===== src/rtl/elevador_pkg.sv =====
// Shared types and helpers for the elevator call scheduler.
package elevador_pkg;

    localparam int N_FLOORS_DEF = 5;
    localparam int FLOOR_W_DEF  = 3;

    typedef enum logic [1:0] {
        IDLE     = 2'd0,
        SELECT   = 2'd1,
        DISPATCH = 2'd2,
        DOOR     = 2'd3
    } state_t;

    // Out-of-range floors encode to all-zero.
    function automatic logic [N_FLOORS_DEF-1:0] onehot(
        input logic [FLOOR_W_DEF-1:0] f
    );
        logic [N_FLOORS_DEF-1:0] v;
        v = '0;
        v[0] = 1'b1;
        return v << f;
    endfunction

endpackage


===== src/rtl/elevator_scan_select.sv =====
// SCAN target picker: nearest pending floor in the travel direction.
module elevator_scan_select #(
    parameter int N_FLOORS = 5,
    parameter int FLOOR_W  = 3
) (
    input  logic [N_FLOORS-1:0] pending,
    input  logic [FLOOR_W-1:0]  current_floor,
    input  logic                dir_up,
    output logic                found,
    output logic [FLOOR_W-1:0]  target,
    output logic                new_dir
);

    logic               up_hit;
    logic               dn_hit;
    logic [FLOOR_W-1:0] up_idx;
    logic [FLOOR_W-1:0] dn_idx;

    // Lowest at/above and highest at/below; the later loop hit wins.
    always_comb begin
        up_hit = 1'b0;
        dn_hit = 1'b0;
        up_idx = '0;
        dn_idx = '0;
        for (int i = N_FLOORS - 1; i >= 0; i--) begin
            if (pending[i] && (FLOOR_W'(i) >= current_floor)) begin
                up_hit = 1'b1;
                up_idx = FLOOR_W'(i);
            end
        end
        for (int i = 0; i < N_FLOORS; i++) begin
            if (pending[i] && (FLOOR_W'(i) <= current_floor)) begin
                dn_hit = 1'b1;
                dn_idx = FLOOR_W'(i);
            end
        end
    end

    always_comb begin
        found   = up_hit | dn_hit;
        target  = '0;
        new_dir = dir_up;
        if (dir_up) begin
            if (up_hit) begin
                target  = up_idx;
                new_dir = 1'b1;
            end else if (dn_hit) begin
                target  = dn_idx;
                new_dir = 1'b0;
            end
        end else begin
            if (dn_hit) begin
                target  = dn_idx;
                new_dir = 1'b0;
            end else if (up_hit) begin
                target  = up_idx;
                new_dir = 1'b1;
            end
        end
    end

endmodule


===== src/rtl/elevator_call_scheduler.sv =====
// Latches floor calls and sequences the elevator core in SCAN order,
// holding the doors open for a fixed time at every stop.
module elevator_call_scheduler
    import elevador_pkg::*;
#(
    parameter int N_FLOORS    = N_FLOORS_DEF,
    parameter int FLOOR_W     = FLOOR_W_DEF,
    parameter int DOOR_CYCLES = 4
) (
    input  logic                clk,
    input  logic                reset,
    input  logic [N_FLOORS-1:0] call_btn,
    input  logic [FLOOR_W-1:0]  current_floor,
    input  logic                motor_up,
    input  logic                motor_down,
    output logic [N_FLOORS-1:0] req,
    output logic [FLOOR_W-1:0]  target_floor,
    output logic                door_open,
    output logic                dir_up,
    output logic [N_FLOORS-1:0] pending,
    output logic                served
);

    localparam int CNT_W = $clog2(DOOR_CYCLES) + 1;
    localparam logic [CNT_W-1:0] RELOAD = CNT_W'(DOOR_CYCLES - 1);

    state_t              state;
    state_t              state_nx;
    logic [N_FLOORS-1:0] pending_nx;
    logic [FLOOR_W-1:0]  target_nx;
    logic                dir_nx;
    logic [CNT_W-1:0]    cnt;
    logic [CNT_W-1:0]    cnt_nx;
    logic                arrive;
    logic [N_FLOORS-1:0] here;
    logic [N_FLOORS-1:0] tgt_oh;
    logic                sel_found;
    logic [FLOOR_W-1:0]  sel_target;
    logic                sel_dir;

    assign arrive = (current_floor == target_floor) & ~motor_up & ~motor_down;
    assign here   = onehot(current_floor);
    assign tgt_oh = onehot(target_floor);

    elevator_scan_select #(
        .N_FLOORS (N_FLOORS),
        .FLOOR_W  (FLOOR_W)
    ) u_scan (
        .pending       (pending),
        .current_floor (current_floor),
        .dir_up        (dir_up),
        .found         (sel_found),
        .target        (sel_target),
        .new_dir       (sel_dir)
    );

    always_ff @(posedge clk or posedge reset) begin
        if (reset) begin
            state        <= IDLE;
            pending      <= '0;
            target_floor <= '0;
            dir_up       <= 1'b1;
            cnt          <= '0;
        end else begin
            state        <= state_nx;
            pending      <= pending_nx;
            target_floor <= target_nx;
            dir_up       <= dir_nx;
            cnt          <= cnt_nx;
        end
    end

    always_comb begin
        state_nx   = state;
        pending_nx = pending | call_btn;
        target_nx  = target_floor;
        dir_nx     = dir_up;
        cnt_nx     = cnt;
        req        = '0;
        door_open  = 1'b0;
        served     = 1'b0;
        unique case (state)
            IDLE: begin
                if (|pending) state_nx = SELECT;
            end
            SELECT: begin
                if (sel_found) begin
                    target_nx = sel_target;
                    dir_nx    = sel_dir;
                    state_nx  = DISPATCH;
                end else begin
                    state_nx  = IDLE;
                end
            end
            DISPATCH: begin
                req = tgt_oh;
                if (arrive) begin
                    // Clearing wins over a same-cycle call to the target.
                    pending_nx = (pending | call_btn) & ~tgt_oh;
                    served     = 1'b1;
                    cnt_nx     = RELOAD;
                    state_nx   = DOOR;
                end
            end
            DOOR: begin
                door_open  = 1'b1;
                pending_nx = pending | (call_btn & ~here);
                if (|(call_btn & here)) begin
                    cnt_nx = RELOAD;
                end else if (cnt == '0) begin
                    state_nx = (|pending_nx) ? SELECT : IDLE;
                end else begin
                    cnt_nx = cnt - 1'b1;
                end
            end
            default: state_nx = IDLE;
        endcase
    end

endmodule


===== config.mk =====
export PLATFORM = sky130hd
export DESIGN_NAME = elevator_call_scheduler
export DESIGN_NICKNAME = d
export VERILOG_FILES = /design/src/rtl/elevador_pkg.sv /design/src/rtl/elevator_scan_select.sv /design/src/rtl/elevator_call_scheduler.sv
export SDC_FILE = /design/constraint.sdc
export NUM_CORES = 1
export LEC_CHECK = 0
export CORE_UTILIZATION = 52
export CTS_BUF_LIST = sky130_fd_sc_hd__clkbuf_4 sky130_fd_sc_hd__clkbuf_8
export DETAILED_ROUTE_END_ITERATION = 8
export GPL_TIMING_DRIVEN = 0
export PLACE_DENSITY_LB_ADDON = 0.15
export SYNTH_ARGS = -nofsm -noshare
export SYNTH_HDL_FRONTEND = slang
export SYNTH_SLANG_ARGS = --single-unit

===== constraint.sdc =====
create_clock -name clk -period 2.2 [get_ports clk]
set_clock_uncertainty 0.05 [all_clocks]
set_input_delay 0.44 -clock clk [delete_from_list [all_inputs] [get_ports clk]]
set_output_delay 0.44 -clock clk [all_outputs]
set_load 0.005 [all_outputs]

# Yosys cells after proc, flatten, opt, wreduce, memory -nomap -nowiden
# Cells that the tools add are included.
# word_totals
register_bits,14
# op_classes
bitwise_logic,12
n_addsub,1
reduce_logical,19
n_mux,46
n_lt_le_gt_ge,10
n_eq_ne,9
n_shift,2
# op_table
op,n
two-way mux 3 bit,14
two-way mux 1 bit,20
AND 5 bit,3
OR reduction 5 bit,3
two-way mux 2 bit,7
logical AND 1 bit,10
two-way mux 5 bit,2
NOT 5 bit,2
bitwise OR 5 bit,2
case mux 5 bit (2 select lines),1
"<< shifter 1 x 3 -> 5 bit, first input constant",2
"inequality test 2 bit, second input constant",4
case mux 2 bit (4 select lines),1
">= comparator 1 x 3 -> 1 bit, first input constant",2
">= comparator 2 x 3 -> 1 bit, first input constant",2
"less-or-equal comparator 1 x 3 -> 1 bit, first input constant",2
"less-or-equal comparator 2 x 3 -> 1 bit, first input constant",2
case mux 3 bit (2 select lines),1
"equality test 2 bit, second input constant",2
AND reduction 4 bit,1
equality test 3 bit,1
">= comparator 3 bit, first input constant",1
"less-or-equal comparator 3 bit, first input constant",1
logical NOT 3 bit,1
other kinds (10),12

# Longest topological paths before layout
# Gate-level depths: netlist (run 1).
# logic_depth
ltp_word,10
depth_mapped,7
ltp_nobuf,6

# By module
# A second synthesis (run 1) with hierarchy kept.
# hier_totals
hier_cells,133
area_unflattened_um2,1271.2
# modules_own_cells
mod,area_each_um2,cells_per_inst,instances,seq_area_each_um2
elevator_call_scheduler,973.4,92,1,351.6
elevator_scan_select,297.8,41,1,0.0

# Worst setup path before layout (run 1)
# No wires, ideal clock.
# synth_path
path_type,input-to-reg
start,input current_floor[2]
end,register target_floor[0]
path_slack_ps,146
arrival_time_ps,1879
cell_stages,6
cell_sequence,buf_6 or3_4 a221oi_4 nand2_4 o21ai_4 mux2_4
# synth_via
elab_chain_len,10
elab_cells_between_ends,45
cone_classes,order compare: 10; mux: 23; bitwise: 1; reduce/logical: 11
# synth_rtl
element,line_no,source
from (decl),elevator_call_scheduler.sv:13,"input logic [FLOOR_W-1:0] current_floor,"
>= comparator 3 bit / less-or-equal comparator 1 x 3 -> 1 bit (equally long branches),"elevator_scan_select.sv:26, elevator_scan_select.sv:32",
"logical AND 1 bit, on equally long branches","elevator_scan_select.sv:26, elevator_scan_select.sv:32",
"two-way mux 1 bit, on equally long branches (5 in series)","elevator_scan_select.sv:26, elevator_scan_select.sv:32",
"two-way mux 3 bit, on equally long branches","elevator_scan_select.sv:55, elevator_scan_select.sv:47",
"two-way mux 3 bit, on equally long branches","elevator_scan_select.sv:52, elevator_scan_select.sv:44",
two-way mux 3 bit,elevator_scan_select.sv:43,if (dir_up) begin
to (signal assigned),elevator_call_scheduler.sv:67,target_floor <= target_nx;
to (decl),elevator_call_scheduler.sv:17,"output logic [FLOOR_W-1:0] target_floor,"
# Parallel ways exist; a longest one is shown, timed or not.
# A chain may end at the register's enable or synchronous reset.

# Final worst setup path (run 1)
# layout_path
start,register target_floor[1]
end,output served
# layout_via
elab_chain_len,5
# layout_rtl
element,line_no,source
equality test 3 bit,elevator_call_scheduler.sv:41,assign arrive = (current_floor == target_floor) & ~motor_up & ~motor_down;
AND 1 bit (2 in series),elevator_call_scheduler.sv:41,
two-way mux 1 bit,elevator_call_scheduler.sv:97,if (arrive) begin
two-way mux 1 bit,elevator_call_scheduler.sv:82,unique case (state)
to (decl),elevator_call_scheduler.sv:21,output logic served
# No other way between the ends.

==> results of run 1 <==
report_power, final:
part	internal, mW	switching, mW	total, mW	leakage, nW
Clock	0.101	0.0909	0.192	0.0210
Combinational	0.686	0.641	1.33	0.658
Sequential	0.374	0.198	0.572	0.146
metrics by stage:
stage	cell area (µm²)	util, %	setup slack, ps	setup TNS (ps)	hold slack (ps)
3_3_place_gp	1560	69.7	-699	-3250	442
6_report	1840	82.6	8.37	0	449
3_5_place_dp	1560	69.7	-746	-3920	447
2_1_floorplan	1250	-	146	0	279
4_1_cts	1770	79.1	-4.78	-4.78	459
5_1_grt	1840	82.6	-56.8	-96.1	485
registers in the layout, summed over array words and instances, names as in the netlist, named ones only:
| register | cells |
|---|---|
| target_floor | 3 |
| cnt | 3 |
| pending | 5 |
| dir_up | 1 |
| state | 1 |
cell usage after synthesis (2+ instances only):
cell                       number  area, µm²
sky130_fd_sc_hd__a21oi_1       16       80.1
sky130_fd_sc_hd__dfrtp_1       13        325
sky130_fd_sc_hd__inv_1         10       37.5
sky130_fd_sc_hd__o21ai_0       10       50.1
sky130_fd_sc_hd__nand2_1        9       33.8
sky130_fd_sc_hd__nor2_1         9       33.8
sky130_fd_sc_hd__clkbuf_1       5       18.8
sky130_fd_sc_hd__nor4_1         5       31.3
sky130_fd_sc_hd__nand2b_1       4       25.0
sky130_fd_sc_hd__nor3_1         4       20.0
sky130_fd_sc_hd__a21o_1         3       22.5
sky130_fd_sc_hd__nand3_1        3       15.0
sky130_fd_sc_hd__nor2b_1        3       18.8
sky130_fd_sc_hd__o22a_1         3       26.3
sky130_fd_sc_hd__o22ai_1        3       18.8
sky130_fd_sc_hd__or3_1          3       18.8
sky130_fd_sc_hd__a22o_1         2       17.5
sky130_fd_sc_hd__and3_1         2       12.5
sky130_fd_sc_hd__and4bb_1       2       25.0
sky130_fd_sc_hd__buf_2          2       10.0
sky130_fd_sc_hd__ha_1           2       25.0
sky130_fd_sc_hd__mux2_4         2       30.0
sky130_fd_sc_hd__nand3b_1       2       15.0
sky130_fd_sc_hd__o211ai_1       2       15.0
sky130_fd_sc_hd__xor2_1         2       17.5
worst paths after layout:
check                                            start                           to  slack [ps]
min in group clk                    cnt[1]$_DFFE_PP0P_           cnt[1]$_DFFE_PP0P_         470
min                                              reset  target_floor[0]$_DFFE_PP0P_         450
min reg2reg                         cnt[1]$_DFFE_PP0P_           cnt[1]$_DFFE_PP0P_         470
max                        target_floor[1]$_DFFE_PP0P_                       served           8
max in group asynchronous                        reset         state[0]$_DFFE_PP0P_        1240
max reg2reg                target_floor[2]$_DFFE_PP0P_           cnt[2]$_DFFE_PP0P_          60
per-layer routing:
layer | vias to the layer above | routed length (µm) | GRT usage [%]
met2 | 126 | 2190 | 57.2
met3 | 18 | 508 | 8.63
met5 | - | 0 | 0
met1 | 692 | 1700 | 44.4
li1 | 658 | - | -
met4 | 0 | 137 | 10.2
cell type report:
| cell class | instances | area (µm²) |
|---|---|---|
| inverter | 10 | 41.3 |
| clock buffer | 4 | 36.3 |
| buffer | 7 | 50.0 |
| timing repair buffer | 47 | 412 |
| tap | 28 | 35.0 |
| sequential | 14 | 358 |
| fill | 131 | 389 |
| multi-input combinational | 116 | 912 |
critical path, delay by kind of cell, from the launching register on:
family / cells / cell delay [ps]
AO/OA/AOI/OAI: 1 / 350
XOR/XNOR: 1 / 170
buffers and inverters: 2 / 200
flip-flops: 1 / 460
AND/OR/NAND/NOR: 1 / 230
timing repair:
action                                  4_1_cts  5_1_grt
pin swaps                                     6        2
endpoints found under the setup margin        9       10
setup buffers                                16        5
gates resized for setup                      27       19
logic make-up after synthesis:
group                    Yosys count  share of synthesized area [%]
buffers and inverters             19                           6.80
flip-flops                        14                           28.1
multiplexers                       3                           3.30
XOR/XNOR                           2                           1.40
AND/OR/NAND/NOR                   55                           25.9
AO/OA/AOI/OAI                     54                           32.5
adder cells (fa/ha/maj)            2                           2.00
==> impl_metrics.tcl, run 1 <==
set metrics [dict create \
    commonest_cells_after_routing_fill_and_taps_aside "sky130_fd_sc_hd__buf_4 (19), sky130_fd_sc_hd__clkdlybuf4s50_1 (17), sky130_fd_sc_hd__a21oi_1 (15)" \
    post-dp-hpwl_mm 2.54 \
    yosys_most_used_dff "sky130_fd_sc_hd__dfrtp_1" \
    total_power_mw 2.09 \
    wire_length_of_the_first_global_routing_pass_mm 6.63 \
    cts_inserted_buffers 3 \
    dieWidth_um 51.1 \
    timing.critical_path.fanout_max 3 \
    rows 17 \
    worstSetupEndpointType "primary output" \
    ff2ff_path_depth 11 \
    cp.arrival_ps 1700 \
    finish.cell_count_without_fillers 226 \
    clockRootBuffer "sky130_fd_sc_hd__clkbuf_4" \
    n_antenna_cell 0 \
    clock_tree.htree_level_count 1 \
    cp_slowest_cell "sky130_fd_sc_hd__dfrtp_2" \
    dp.cells 204 \
    syn_to_final_growth_pct 47.4 \
    setup_viol_count_final 0 \
    placement.io_buffers 27 \
    cts_tree "done" \
    drtAntennaViolNets 0 \
    start_util_pct 56.0 \
    worst_ir_drop_vdd_uv 906 \
    globalRoute.totalOverflow 0 \
    timing.critical_path.from_type "flop" \
    clkLatencyLatePin_ps 290 \
    clock_sinks 14 \
    detailroute.via_count 1494 \
    drive_gt1_share_pct 31.3 \
    clk_pin_slew_worst_paths_ps 90 \
    full_die_area_mm2 0.00261 \
    synthesis.yosys.warnings 0 \
    route.final.wire_length_mm 4.54 \
    drt-pass1-iter-count 4 \
    grt_max_degree 15 \
    critical_path.cell_chain "xor2_2, a2111oi_4, nand3b_1, inv_1, clkbuf_2" \
    timing.max_slew.rel_slack_pct 62.3 \
    mostFrequentLayoutCell "sky130_fd_sc_hd__buf_4" \
    critical-path-max-stage-delay_ps 460 \
    post_synth.cell_area_avg_um2 8.40 \
    fmax_ghz 0.456 \
    synth_edf_count 0 \
    finalNetCount 213 \
    synthesis.nets 163 \
    hold_buffers 0 \
    synthDistinctLibCells 53 \
    type_of_the_setup_path_with_the_least_slack "flop to primary output" \
    timing_max_transition_violations_final 0 \
    report.final.hold_viol_count 0 \
    synthesis.instances 149 \
    via_count_of_the_first_global_routing_pass 1391 \
    fp.dieH_um 51.1 \
    timing.hold.worst.class "input pin to asynchronous set/reset pin" \
    viasPerCell 6.61 \
    antenna_found_initial 0 \
    total_leakage_power_nw 0.825 \
    core_area_mm2 0.00223 \
    first_iter_violations 116 \
    required_time_worst_endpoint_ps 1710 \
    drc 0 \
    weighted_congestion_at_the_end_of_routability_driven_global_placement 0.878 \
    max_cap_viol 0 \
    synth-seq-cells 14 \
    clock_path_buffers 2 \
    power.density_mw_per_mm2 1130 \
    io_pins 28 \
    drt-wirelength-per-cell_um 20.1 \
    synthArstFlopShare_pct 100 \
    synth_area_mm2 0.00125 \
    synth_seq_area_share_pct 28.1 \
    run_status "finished, final reports clean" \
    period_share_pct 99.6 \
    least_margin_pin_slew_ps 565 \
    grt_util_all_layers_pct 34.7 \
    finalCriticalPeriod_ps 2190 \
]
(Power assumes the default switching activity.)
==> run 2, diff against run 1 <==
REMOVE_ABC_BUFFERS = 1   (was default)
==> impl_metrics.tcl, run 2 (synthesized netlist as in run 1, its figures left out) <==
set metrics [dict create \
    run_status "finished, final reports clean" \
    required_time_worst_endpoint_ps 1710 \
    timing.critical_path.from_type "flop" \
    clock_path_buffers 2 \
    regMostFlops "pending" \
    drt-wirelength-per-cell_um 17.8 \
    total_leakage_power_nw 0.713 \
    cts_tree "done" \
    timing.max_slew.rel_slack_pct 63.5 \
    clockRootBuffer "sky130_fd_sc_hd__clkbuf_4" \
    post-route-util_pct 74.9 \
    via_count_of_the_first_global_routing_pass 1269 \
    worst_ir_drop_vdd_uv 856 \
    critical-path-max-stage-delay_ps 450 \
    finalCriticalPeriod_ps 2190 \
    viasPerCell 6.34 \
    pre_cts_slack_ps -1070 \
    core_area_mm2 0.00223 \
    final.setup.worst_slack_ps 13.0 \
    clock_sinks 14 \
    post_dp_cell_area_mm2 0.00151 \
    report.final.hold_viol_count 0 \
    least_margin_pin_slew_ps 546 \
    syn_to_final_growth_pct 33.7 \
    timing.critical_path.fanout_max 4 \
    worstSetupEndpointType "primary output" \
    critical_path.cell_chain "xor2_2, a2111oi_4, nand3b_1, inv_1, clkbuf_2" \
    io_pins 28 \
    fmax_ghz 0.457 \
    drt-pass1-iter-count 5 \
    fin_area_mm2 0.00167 \
    grt_util_all_layers_pct 32.0 \
    dieWidth_um 51.1 \
    full_die_area_mm2 0.00261 \
    drtAntennaViolNets 0 \
    post-dp-hpwl_mm 2.33 \
    p_int_mw 1.05 \
    wire_length_of_the_first_global_routing_pass_mm 5.96 \
    mostFrequentLayoutCell "sky130_fd_sc_hd__clkdlybuf4s50_1" \
    start_util_pct 56.0 \
    finalNetCount 197 \
    type_of_the_setup_path_with_the_least_slack "flop to primary output" \
    clock_tree.htree_level_count 1 \
    first_iter_violations 67 \
    drive_gt1_share_pct 24.7 \
    dp.cells 195 \
    clk_pin_slew_worst_paths_ps 90 \
    pwr-share-comb_pct 60.8 \
    finish.cell_count_without_fillers 210 \
    placement.io_buffers 27 \
    grt_setup_unrepaired "true" \
    worstPathBufferInverterCount 2 \
    final.hold.worst_slack_ps 428 \
    rows 17 \
    timing_max_transition_violations_final 0 \
    cp.arrival_ps 1700 \
    detailroute.via_count 1331 \
    cts_inserted_buffers 3 \
    power_frac_seq_pct 30.1 \
    period_share_pct 99.4 \
    net_switching_power_mw 0.843 \
    weighted_congestion_at_the_end_of_routability_driven_global_placement 0.865 \
    fp.dieH_um 51.1 \
    drc 0 \
    cp_slowest_cell "sky130_fd_sc_hd__dfrtp_2" \
    largest_reg_flops 5 \
    route.final.wire_length_mm 3.74 \
    antenna_found_initial 0 \
    power.density_mw_per_mm2 1130 \
    max_cap_viol 0 \
    globalRoute.totalOverflow 0 \
    switching_share_pct 44.5 \
    setup_viol_count_final 0 \
    clock_power_share_pct 9.1 \
    critPathTopFamily "flip-flops" \
    layout_top_registers "pending: 5 flops, cnt: 3 flops, target_floor: 3 flops" \
    grt_max_degree 26 \
    n_antenna_cell 0 \
    commonest_cells_after_routing_fill_and_taps_aside "sky130_fd_sc_hd__clkdlybuf4s50_1 (18), sky130_fd_sc_hd__a21oi_1 (15), sky130_fd_sc_hd__buf_4 (12)" \
    clkLatencyLatePin_ps 290 \
    timing.hold.worst.class "input pin to asynchronous set/reset pin" \
]
## run 2: path summary, 6_finish.rpt
check / endpoint / start / slack, ps / cells after the start
hold reg to reg: cnt[0]$_DFFE_PP0P_ / cnt[0]$_DFFE_PP0P_ / 480 / 1
hold / removal: cnt[2]$_DFFE_PP0P_ / reset / 430 / 2
setup / recovery: served / target_floor[1]$_DFFE_PP0P_ / 10 / 5
min in group clk: cnt[0]$_DFFE_PP0P_ / cnt[0]$_DFFE_PP0P_ / 480 / 1
setup reg to reg: target_floor[0]$_DFFE_PP0P_ / pending[2]$_DFF_PP0_ / 120 / 5
max in group asynchronous: asynchronous set/reset pin / reset / 1270 / 2
## run 2: area by class of cell
class	count	area, µm²
inverter	10	37.5
tap	28	35.0
timing repair buffer	38	329
clock buffer	4	30.0
sequential	14	357
multi-input combinational	116	885
fill	160	561
## run 2: power by group through the flow
stage	registers, mW	clock network, mW	logic (mW)
final	0.570	0.173	1.15
after global routing	0.587	0.187	1.25
after CTS	0.557	0.176	1.03
after detailed placement	0.569	0	0.865
after global placement	0.561	0	0.848
after floorplan	0.522	0	0.537
## run 2: stage by stage
step                setup TNS [ps]  total power, mW
finish                           0             1.90
global route                 -56.6             2.02
CTS                              0             1.76
detailed placement           -9190             1.43
global placement             -8870             1.41
floorplan                        0             1.06
## run 2: per-layer routing
metal,global-route usage [%],wire length [µm]
met3,5.65,272
met5,0,0
met1,38.9,1480
met2,53.9,1890
met4,15.7,93
## run 2: repair_timing
item,CTS,global route
resized for setup,34,7
pin swaps,3,3
setup buffers,8,3
hold buffers,0,0
setup endpoints to repair,19,5
